### src/rtl/meta_pkg.sv
// meta_pkg: shared FSM state type, tdata field offsets and default length for meta_sched
package meta_pkg;
    typedef enum logic [1:0] {IDLE, RUN, DRAIN} state_t;
    localparam int LEN_OFF = 0;
    localparam int DEFAULT_LEN = 1638;
    function automatic int seq_off(input int len_w);
        return LEN_OFF + len_w;
    endfunction
endpackage

### src/rtl/meta_chan.sv
// meta_chan: one metadata channel; counts handshakes and holds tvalid/tdata until accepted (sequence field needs META_SEQ_EN)
module meta_chan
    import meta_pkg::*;
#(
    parameter int DW    = 128,
    parameter int LEN_W = 32,
    parameter int CNT_W = 16
) (
    input  logic             clk,
    input  logic             resetn,
    input  logic             clr,
    input  logic             en,
    input  logic [LEN_W-1:0] len,
    input  logic [CNT_W-1:0] count,
    input  logic             tready,
    output logic             tvalid,
    output logic [DW-1:0]    tdata,
    output logic             fin
);
    logic             hs;
    logic [CNT_W-1:0] cnt, cnt_n;
    logic [DW-1:0]    beat;
    // handshake accounting; the post-handshake count doubles as the next beat's sequence number
    always_comb begin
        hs    = tvalid & tready;
        cnt_n = cnt + CNT_W'(hs);
        fin   = cnt_n == count;
        beat  = '0;
        beat[LEN_OFF +: LEN_W] = len;
`ifdef META_SEQ_EN
        beat[seq_off(LEN_W) +: CNT_W] = cnt_n;
`endif
    end
    // a pending beat is held until accepted; a new one is raised only while enabled and beats remain
    always_ff @(posedge clk) begin
        if (!resetn) begin
            cnt    <= '0;
            tvalid <= 1'b0;
            tdata  <= '0;
        end else if (clr) begin
            cnt    <= '0;
        end else begin
            cnt <= cnt_n;
            if (!tvalid || hs) begin
                tvalid <= en && !fin;
                if (en && !fin) tdata <= beat;
            end
        end
    end
endmodule

### src/rtl/meta_sched.sv
// meta_sched: issues cfg_count metadata beats on two independent AXIS channels per run (sequence field needs META_SEQ_EN)
module meta_sched
    import meta_pkg::*;
#(
    parameter int DW    = 128,
    parameter int LEN_W = 32,
    parameter int CNT_W = 16
) (
    input  logic             clk,
    input  logic             resetn,
    input  logic [LEN_W-1:0] cfg_len,
    input  logic [CNT_W-1:0] cfg_count,
    input  logic             start,
    input  logic             abort,
    output logic             busy,
    output logic             done,
    output logic [DW-1:0]    axis_meta1_tdata,
    output logic             axis_meta1_tvalid,
    input  logic             axis_meta1_tready,
    output logic [DW-1:0]    axis_meta2_tdata,
    output logic             axis_meta2_tvalid,
    input  logic             axis_meta2_tready
);
    state_t           state, nxt;
    logic [LEN_W-1:0] len_q;
    logic [CNT_W-1:0] count_q;
    logic             start_ok, en, fin1, fin2, drained;
    // next state: normal completion wins over a coincident abort; drain ends once no beat stays pending
    always_comb begin
        nxt      = state;
        start_ok = state == IDLE && start;
        drained  = (!axis_meta1_tvalid || axis_meta1_tready) && (!axis_meta2_tvalid || axis_meta2_tready);
        case (state)
            IDLE:    nxt = start_ok ? RUN : IDLE;
            RUN:     nxt = (fin1 && fin2) ? IDLE : abort ? DRAIN : RUN;
            DRAIN:   nxt = drained ? IDLE : DRAIN;
            default: nxt = IDLE;
        endcase
        en = state == RUN && nxt == RUN;
    end
    // state register, configuration latch on accepted start, completion pulse on IDLE re-entry
    always_ff @(posedge clk) begin
        if (!resetn) begin
            state   <= IDLE;
            done    <= 1'b0;
            len_q   <= '0;
            count_q <= '0;
        end else begin
            state <= nxt;
            done  <= state != IDLE && nxt == IDLE;
            if (start_ok) begin
                len_q   <= cfg_len;
                count_q <= cfg_count;
            end
        end
    end
    assign busy = state != IDLE;
    meta_chan #(.DW(DW), .LEN_W(LEN_W), .CNT_W(CNT_W)) u_chan1 (
        .clk(clk), .resetn(resetn), .clr(start_ok), .en(en), .len(len_q), .count(count_q),
        .tready(axis_meta1_tready), .tvalid(axis_meta1_tvalid), .tdata(axis_meta1_tdata), .fin(fin1)
    );
    meta_chan #(.DW(DW), .LEN_W(LEN_W), .CNT_W(CNT_W)) u_chan2 (
        .clk(clk), .resetn(resetn), .clr(start_ok), .en(en), .len(len_q), .count(count_q),
        .tready(axis_meta2_tready), .tvalid(axis_meta2_tvalid), .tdata(axis_meta2_tdata), .fin(fin2)
    );
endmodule

### config.mk
export PLATFORM = sky130hd
export DESIGN_NAME = meta_sched
export DESIGN_NICKNAME = d
export VERILOG_FILES = /design/src/rtl/meta_pkg.sv /design/src/rtl/meta_chan.sv /design/src/rtl/meta_sched.sv
export SDC_FILE = /design/constraint.sdc
export NUM_CORES = 1
export LEC_CHECK = 0
export BUFFER_PORTS_ARGS = -buffer_cell sky130_fd_sc_hd__buf_2
export CAP_MARGIN = 20
export CORE_MARGIN = 5
export CORE_UTILIZATION = 25
export CTS_CLUSTER_DIAMETER = 50
export DETAILED_ROUTE_END_ITERATION = 8
export GPL_TIMING_DRIVEN = 1
export SLEW_MARGIN = 20
export SYNTH_ARGS = -nofsm -noshare
export SYNTH_HDL_FRONTEND = slang
export SYNTH_HIERARCHICAL = 1
export SYNTH_SLANG_ARGS = --single-unit
### constraint.sdc
create_clock -name clk -period 9.55 [get_ports clk]
set_input_delay 1.4325 -clock clk [delete_from_list [all_inputs] [get_ports clk]]
set_output_delay 1.4325 -clock clk [all_outputs]
set_load 0.02 [all_outputs]
==> flow_summary.ini, run 1 <==
[routing]
wl_per_cell_um = 13.0
routed_wl_um = 20000
wl_met1_um = 8630
viasPerCell = 4.01
routed.top_layer = met5
dr_wl_met3_um = 1530
drtIter0Drc = 326
vias = 6192
wl_met2_um = 9620
drcViolationCount = 0
ant_nets = 0
dr.pass1.iters = 5

[worst_hold_path]
min_path_type = reg -> reg
hold_depth = 2

[layout]
drive_gt1_frac = 0.156
final_common_cell = nand2_1
nets = 1142
stdcell_count = 1546
fin_util = 0.274
area_growth_syn_to_layout_pct = 8.14
layout_common_cells = 193 x nand2_1, 192 x conb_1, 149 x dfxtp_1, 120 x buf_2, 70 x mux2i_1

[synthesis]
yosys_warnings = 6
synthArstFlopShare = 0
synth_cell_types = 51
avgSynthCellArea_um2 = 8.46
synth-seq-cells = 149
synth_top_flop_cell = dfxtp_1
synth_edf_count = 0
synth_seq_area_share = 0.351
netlist_instances = 1005
netlist_area_mm2 = 0.00850

[clocking]
cts_made_buffers = 17
cts_tree = yes
hold_buffers = 0
cts_sinks = 149
clk_path_buf_depth = 2
root_buffer = clkbuf_16
postCtsResizedCells = 0
path_clk_slew_ns = 0.06
htreeDepth = 4
cts_setup_buffers = 0
clk_latency_ns = 0.42

[global_route]
grt_pass1_vias = 5715
grt_max_degree = 134
overflow = 0
grtUsageTotal = 0.101
grt_first_pass_wirelength_um = 30900
antenna_found_initial = 3

[timing]
clock_skew_ns = 0.00846
tightest_slew_ns = 0.935
drv_slew = 0
tns_ns = 0
fmax_mhz = 212
timing.final.crit_share = 0.493
timing.slew.headroom = 0.377
post-route-min-period_ns = 4.71
hold_viol_final = 0
setup_violations = 0
grt_setup_unrepaired = no

[pwr]
p_int_w = 0.00107
leakage_nw = 3.79
power_frac_clock = 0.442
pwr-share-comb = 0.125
sw_frac_of_total = 0.297
vdd_ir_drop_max_uv = 125
p_per_area_mw_per_mm2 = 166
p_switching_w = 0.000453
seqPwrFrac = 0.433

[critical_path]
critPathBufInv = 2
crit_slowest_cell = a2111oi_1
critical_path_depth = 13
slowest_delay_ns = 0.58
cp-start-kind = primary input
required_ns = 9.89
cp_max_fo = 33
criticalPathCategory = in -> reg
cp.arrival_ns = 5.05
worstRegToRegCells = 12
endpoint_kind = flip-flop
crit_chain = buf_2, and2_1, ha_1, nand3_1, nor4_4, mux2_4, o211ai_2, nor3_4, a2111oi_1, o211ai_1, nor2_4, buf_4, mux2i_1
crit_family = simple AND/OR/NAND/NOR gates

[outcome]
status = finished clean

[floorplan]
rows = 67
die_w_um = 194
num_io_pins = 314
die-area_mm2 = 0.0378
die_height_um = 194
initial_utilization = 0.254
core_mm2 = 0.0335

[place]
hpwl_um = 14800
portBuffers = 121
dp.cells = 1513
place.gp.congestion = 0.877

[flow_run]
drv_cap = 0
-- cell type report --
class,count,area [um2]
Multi-Input combinational cell,784,4390
Fill cell,3692,24300
Timing Repair Buffer,125,642
Sequential cell,149,2980
Tap cell,448,561
Inverter,7,26.3
Antenna cell,1,2.50
Clock inverter,13,138
Clock buffer,19,453
-- synth_stat cells, drive strengths merged (7+ instances only) --
| cell | instances | area [um2] |
|---|---|---|
| nor3 | 12 | 82.6 |
| inv | 7 | 26.3 |
| nor4 | 8 | 80.1 |
| nor3b | 7 | 63.8 |
| buf | 223 | 1700 |
| o21ai | 52 | 260 |
| a21oi | 10 | 50.1 |
| xor2 | 22 | 193 |
| dfxtp | 149 | 2980 |
| clkbuf | 32 | 120 |
| nand4 | 18 | 143 |
| nor2b | 10 | 62.6 |
| nor2 | 32 | 135 |
| nand2 | 193 | 724 |
| xnor2 | 34 | 298 |
| nand3 | 64 | 320 |
| and3 | 7 | 43.8 |
| mux2i | 70 | 701 |
-- logic make-up after synthesis --
logic type               Yosys count  synth area share
other                              2          0.000883
buffers and inverters            262             0.217
multiplexers                      72            0.0859
flip-flops                       149             0.351
AO/OA/AOI/OAI                     84            0.0577
AND/OR/NAND/NOR                  372             0.214
XOR/XNOR                          60            0.0683
adder cells (fa/ha/maj)            4           0.00589
-- power groups by stage --
stage,clock network [W],registers (W),logic (W)
3_5_place_dp,0,0.000674,0.000189
5_1_grt,0.000718,0.000662,0.000209
4_1_cts,0.000690,0.000660,0.000190
6_report,0.000674,0.000659,0.000190
2_1_floorplan,0,0.000672,0.000216
3_3_place_gp,0,0.000673,0.000188
-- metal layers --
layer,vias up,track usage
li1,3104,-
met1,2850,0.122
met2,213,0.169
met3,21,0.0325
met4,4,0.0320
met5,-,0
-- registers in the layout (all words and copies together) (netlist names) --
name	cells
len_q	32
state	2
u_chan2/cnt	16
u_chan2/tdata	32
u_chan1/cnt	16
u_chan1/tvalid	1
count_q	16
done	1
u_chan1/tdata	32
u_chan2/tvalid	1
-- final timing paths --
check                                 from                              to  slack (ns)
max                      axis_meta1_tready  u_chan1/tdata[11]$_SDFFE_PN0P_        4.84
min          u_chan1/tdata[1]$_SDFFE_PN0P_   u_chan1/tdata[1]$_SDFFE_PN0P_        0.45
max reg2reg    u_chan2/tvalid$_SDFFE_PN0P_  u_chan1/tdata[11]$_SDFFE_PN0P_        5.60
min reg2reg  u_chan1/tdata[1]$_SDFFE_PN0P_   u_chan1/tdata[1]$_SDFFE_PN0P_        0.45
-- worst reg2reg max path: cells and delay by family (launching register included) --
kind | cells | cell delay, ns
AND/OR/NAND/NOR | 5 | 1.08
flip-flops | 1 | 0.37
adder cells (fa/ha/maj) | 1 | 0.23
buffers and inverters | 1 | 0.54
multiplexers | 2 | 0.64
AO/OA/AOI/OAI | 3 | 1.01
-- through the flow --
step           instance area [um2]  hold WS (ns)  power, W  setup slack [ns]
2_1_floorplan                 9220         0.442  0.000888              5.17
3_3_place_gp                  8600         0.440  0.000862              4.54
3_5_place_dp                  8600         0.447  0.000863              4.39
4_1_cts                       9190         0.458   0.00154              4.85
5_1_grt                       9190         0.477   0.00159              4.54
6_report                      9200         0.454   0.00152              4.84
No activity file was read; power rests on OpenSTA's default activity.
==> run 2: changes to the inputs <==
clock period = 4.5 ns   (was 9.55 ns; I/O delays follow)
==> flow_summary.ini, run 2 (same netlist as run 1, synthesis figures left out) <==
[pwr]
sw_frac_of_total = 0.285
power_frac_clock = 0.448
pwr-share-comb = 0.125
total_power_w = 0.00328
seqPwrFrac = 0.427
vdd_ir_drop_max_uv = 235
p_switching_w = 0.000933
p_per_area_mw_per_mm2 = 354
leakage_nw = 3.81
p_int_w = 0.00234

[critical_path]
worstRegToRegCells = 12
critPathCapture = u_chan2/tdata[8]$_SDFFE_PN0P_
rr_endpoint = u_chan2/tdata[8]$_SDFFE_PN0P_
crit_start = u_chan2/tvalid$_SDFFE_PN0P_
slowest_delay_ns = 0.54
cp-start-kind = flip-flop
criticalPathCategory = reg -> reg
endpoint_kind = flip-flop
crit-reg2reg-launch = u_chan2/tvalid$_SDFFE_PN0P_
cp_max_fo = 15
required_ns = 4.85
crit_chain = and2_1, ha_1, nand3_1, nor4_4, mux2_4, o211ai_2, nor3_4, a2111oi_1, o211ai_1, nor2_4, buf_4, mux2i_1
cp.arrival_ns = 4.13
r2r_slack_ns = 0.72
crit_slowest_cell = a2111oi_1

[routing]
wl_per_cell_um = 12.8
routed_wl_um = 19900
drtIter0Drc = 349
vias = 6205
drcViolationCount = 0
ant_nets = 0
viasPerCell = 4.01
dr.pass1.iters = 5

[timing]
hold_viol_final = 0
whs_ns = 0.451
post-route-min-period_ns = 3.78
tns_ns = 0
tightest_slew_ns = 0.644
clock_skew_ns = 0.00856
setup_violations = 0
timing.slew.headroom = 0.570
grt_setup_unrepaired = no
drv_slew = 0
timing.final.crit_share = 0.840
fmax_mhz = 265

[clocking]
clk_latency_ns = 0.42
clk_path_buf_depth = 2
hold_buffers = 0
cts_made_buffers = 17
postCtsResizedCells = 0
cts_setup_buffers = 0
htreeDepth = 4
path_clk_slew_ns = 0.06
root_buffer = clkbuf_16
cts_tree = yes
cts_sinks = 149

[layout]
fin_util = 0.276
area_growth_syn_to_layout_pct = 8.90
layout_common_cells = 193 x nand2_1, 192 x conb_1, 149 x dfxtp_1, 120 x buf_2, 70 x mux2i_1
final_common_cell = nand2_1
drive_gt1_frac = 0.156
fin_area_mm2 = 0.00926
nets = 1144
reg_top3 = len_q (32), u_chan1/tdata (32), u_chan2/tdata (32)

[global_route]
overflow = 0
grt_pass1_vias = 5710
antenna_found_initial = 2
grt_first_pass_wirelength_um = 30700
grt_max_degree = 155
grtUsageTotal = 0.100

[worst_hold_path]
holdCritStartpoint = u_chan1/tdata[21]$_SDFFE_PN0P_
min_path_type = reg -> reg

[floorplan]
core_mm2 = 0.0335
initial_utilization = 0.254
die_w_um = 194
num_io_pins = 314
die-area_mm2 = 0.0378
rows = 67
die_height_um = 194

[flow_run]
drv_cap = 0

[outcome]
status = finished clean

[place]
portBuffers = 121
hpwl_um = 14800
place.gp.congestion = 0.851
placed_area_mm2 = 0.00866
run 2: how the worst min path moves through the flow:
stage / cells past startpoint / slack, ns / endpoint
detailed placement: 2 / 0.44 / u_chan2/tdata[23]$_SDFFE_PN0P_
global placement: 2 / 0.44 / u_chan2/tdata[27]$_SDFFE_PN0P_
global route: 3 / 0.46 / len_q[18]$_SDFFE_PN0P_
CTS: 3 / 0.45 / len_q[23]$_SDFFE_PN0P_
floorplan: 2 / 0.44 / len_q[12]$_SDFFE_PN0P_
finish: 2 / 0.45 / u_chan1/tdata[21]$_SDFFE_PN0P_
run 2: worst max-delay path: cells and delay by family, from the launching register on:
family | cells | cell delay, ns
and+or+nand+nor | 5 | 1.19
adders and majority gates | 1 | 0.26
buffers and inverters | 1 | 0.31
DFF | 1 | 0.37
AOI/OAI and AO/OA | 3 | 1.00
muxes | 2 | 0.57
run 2: cell type report:
type | instances | area, um2
tap | 448 | 561
multi-input combinational | 784 | 4390
timing repair buffer | 127 | 694
antenna | 1 | 2.50
clock inverter | 13 | 170
inverter | 7 | 26.3
sequential | 149 | 2980
fill | 3663 | 24300
clock buffer | 19 | 433
run 2: metrics by stage:
step | worst slack (ns) | std cells
4_1_cts | 0.705 | 1547
2_1_floorplan | 0.874 | 1195
3_5_place_dp | 0.306 | 1515
5_1_grt | 0.374 | 1547
6_report | 0.721 | 1548
3_3_place_gp | 0.377 | 1515
run 2: per-layer routing:
metal,vias up,routed length (um),global-route usage
met2,211,9350,0.162
met5,-,14,0
li1,3097,-,-
met4,4,312,0.0326
met3,24,1450,0.0325
met1,2869,8750,0.126
run 2: power by group through the flow:
stage	Sequential, W	Clock (W)	Combinational, W
floorplan	0.00143	0	0.000458
detailed placement	0.00143	0	0.000409
global route	0.00141	0.00157	0.000450
global placement	0.00143	0	0.000407
CTS	0.00140	0.00151	0.000410
finish	0.00140	0.00147	0.000409
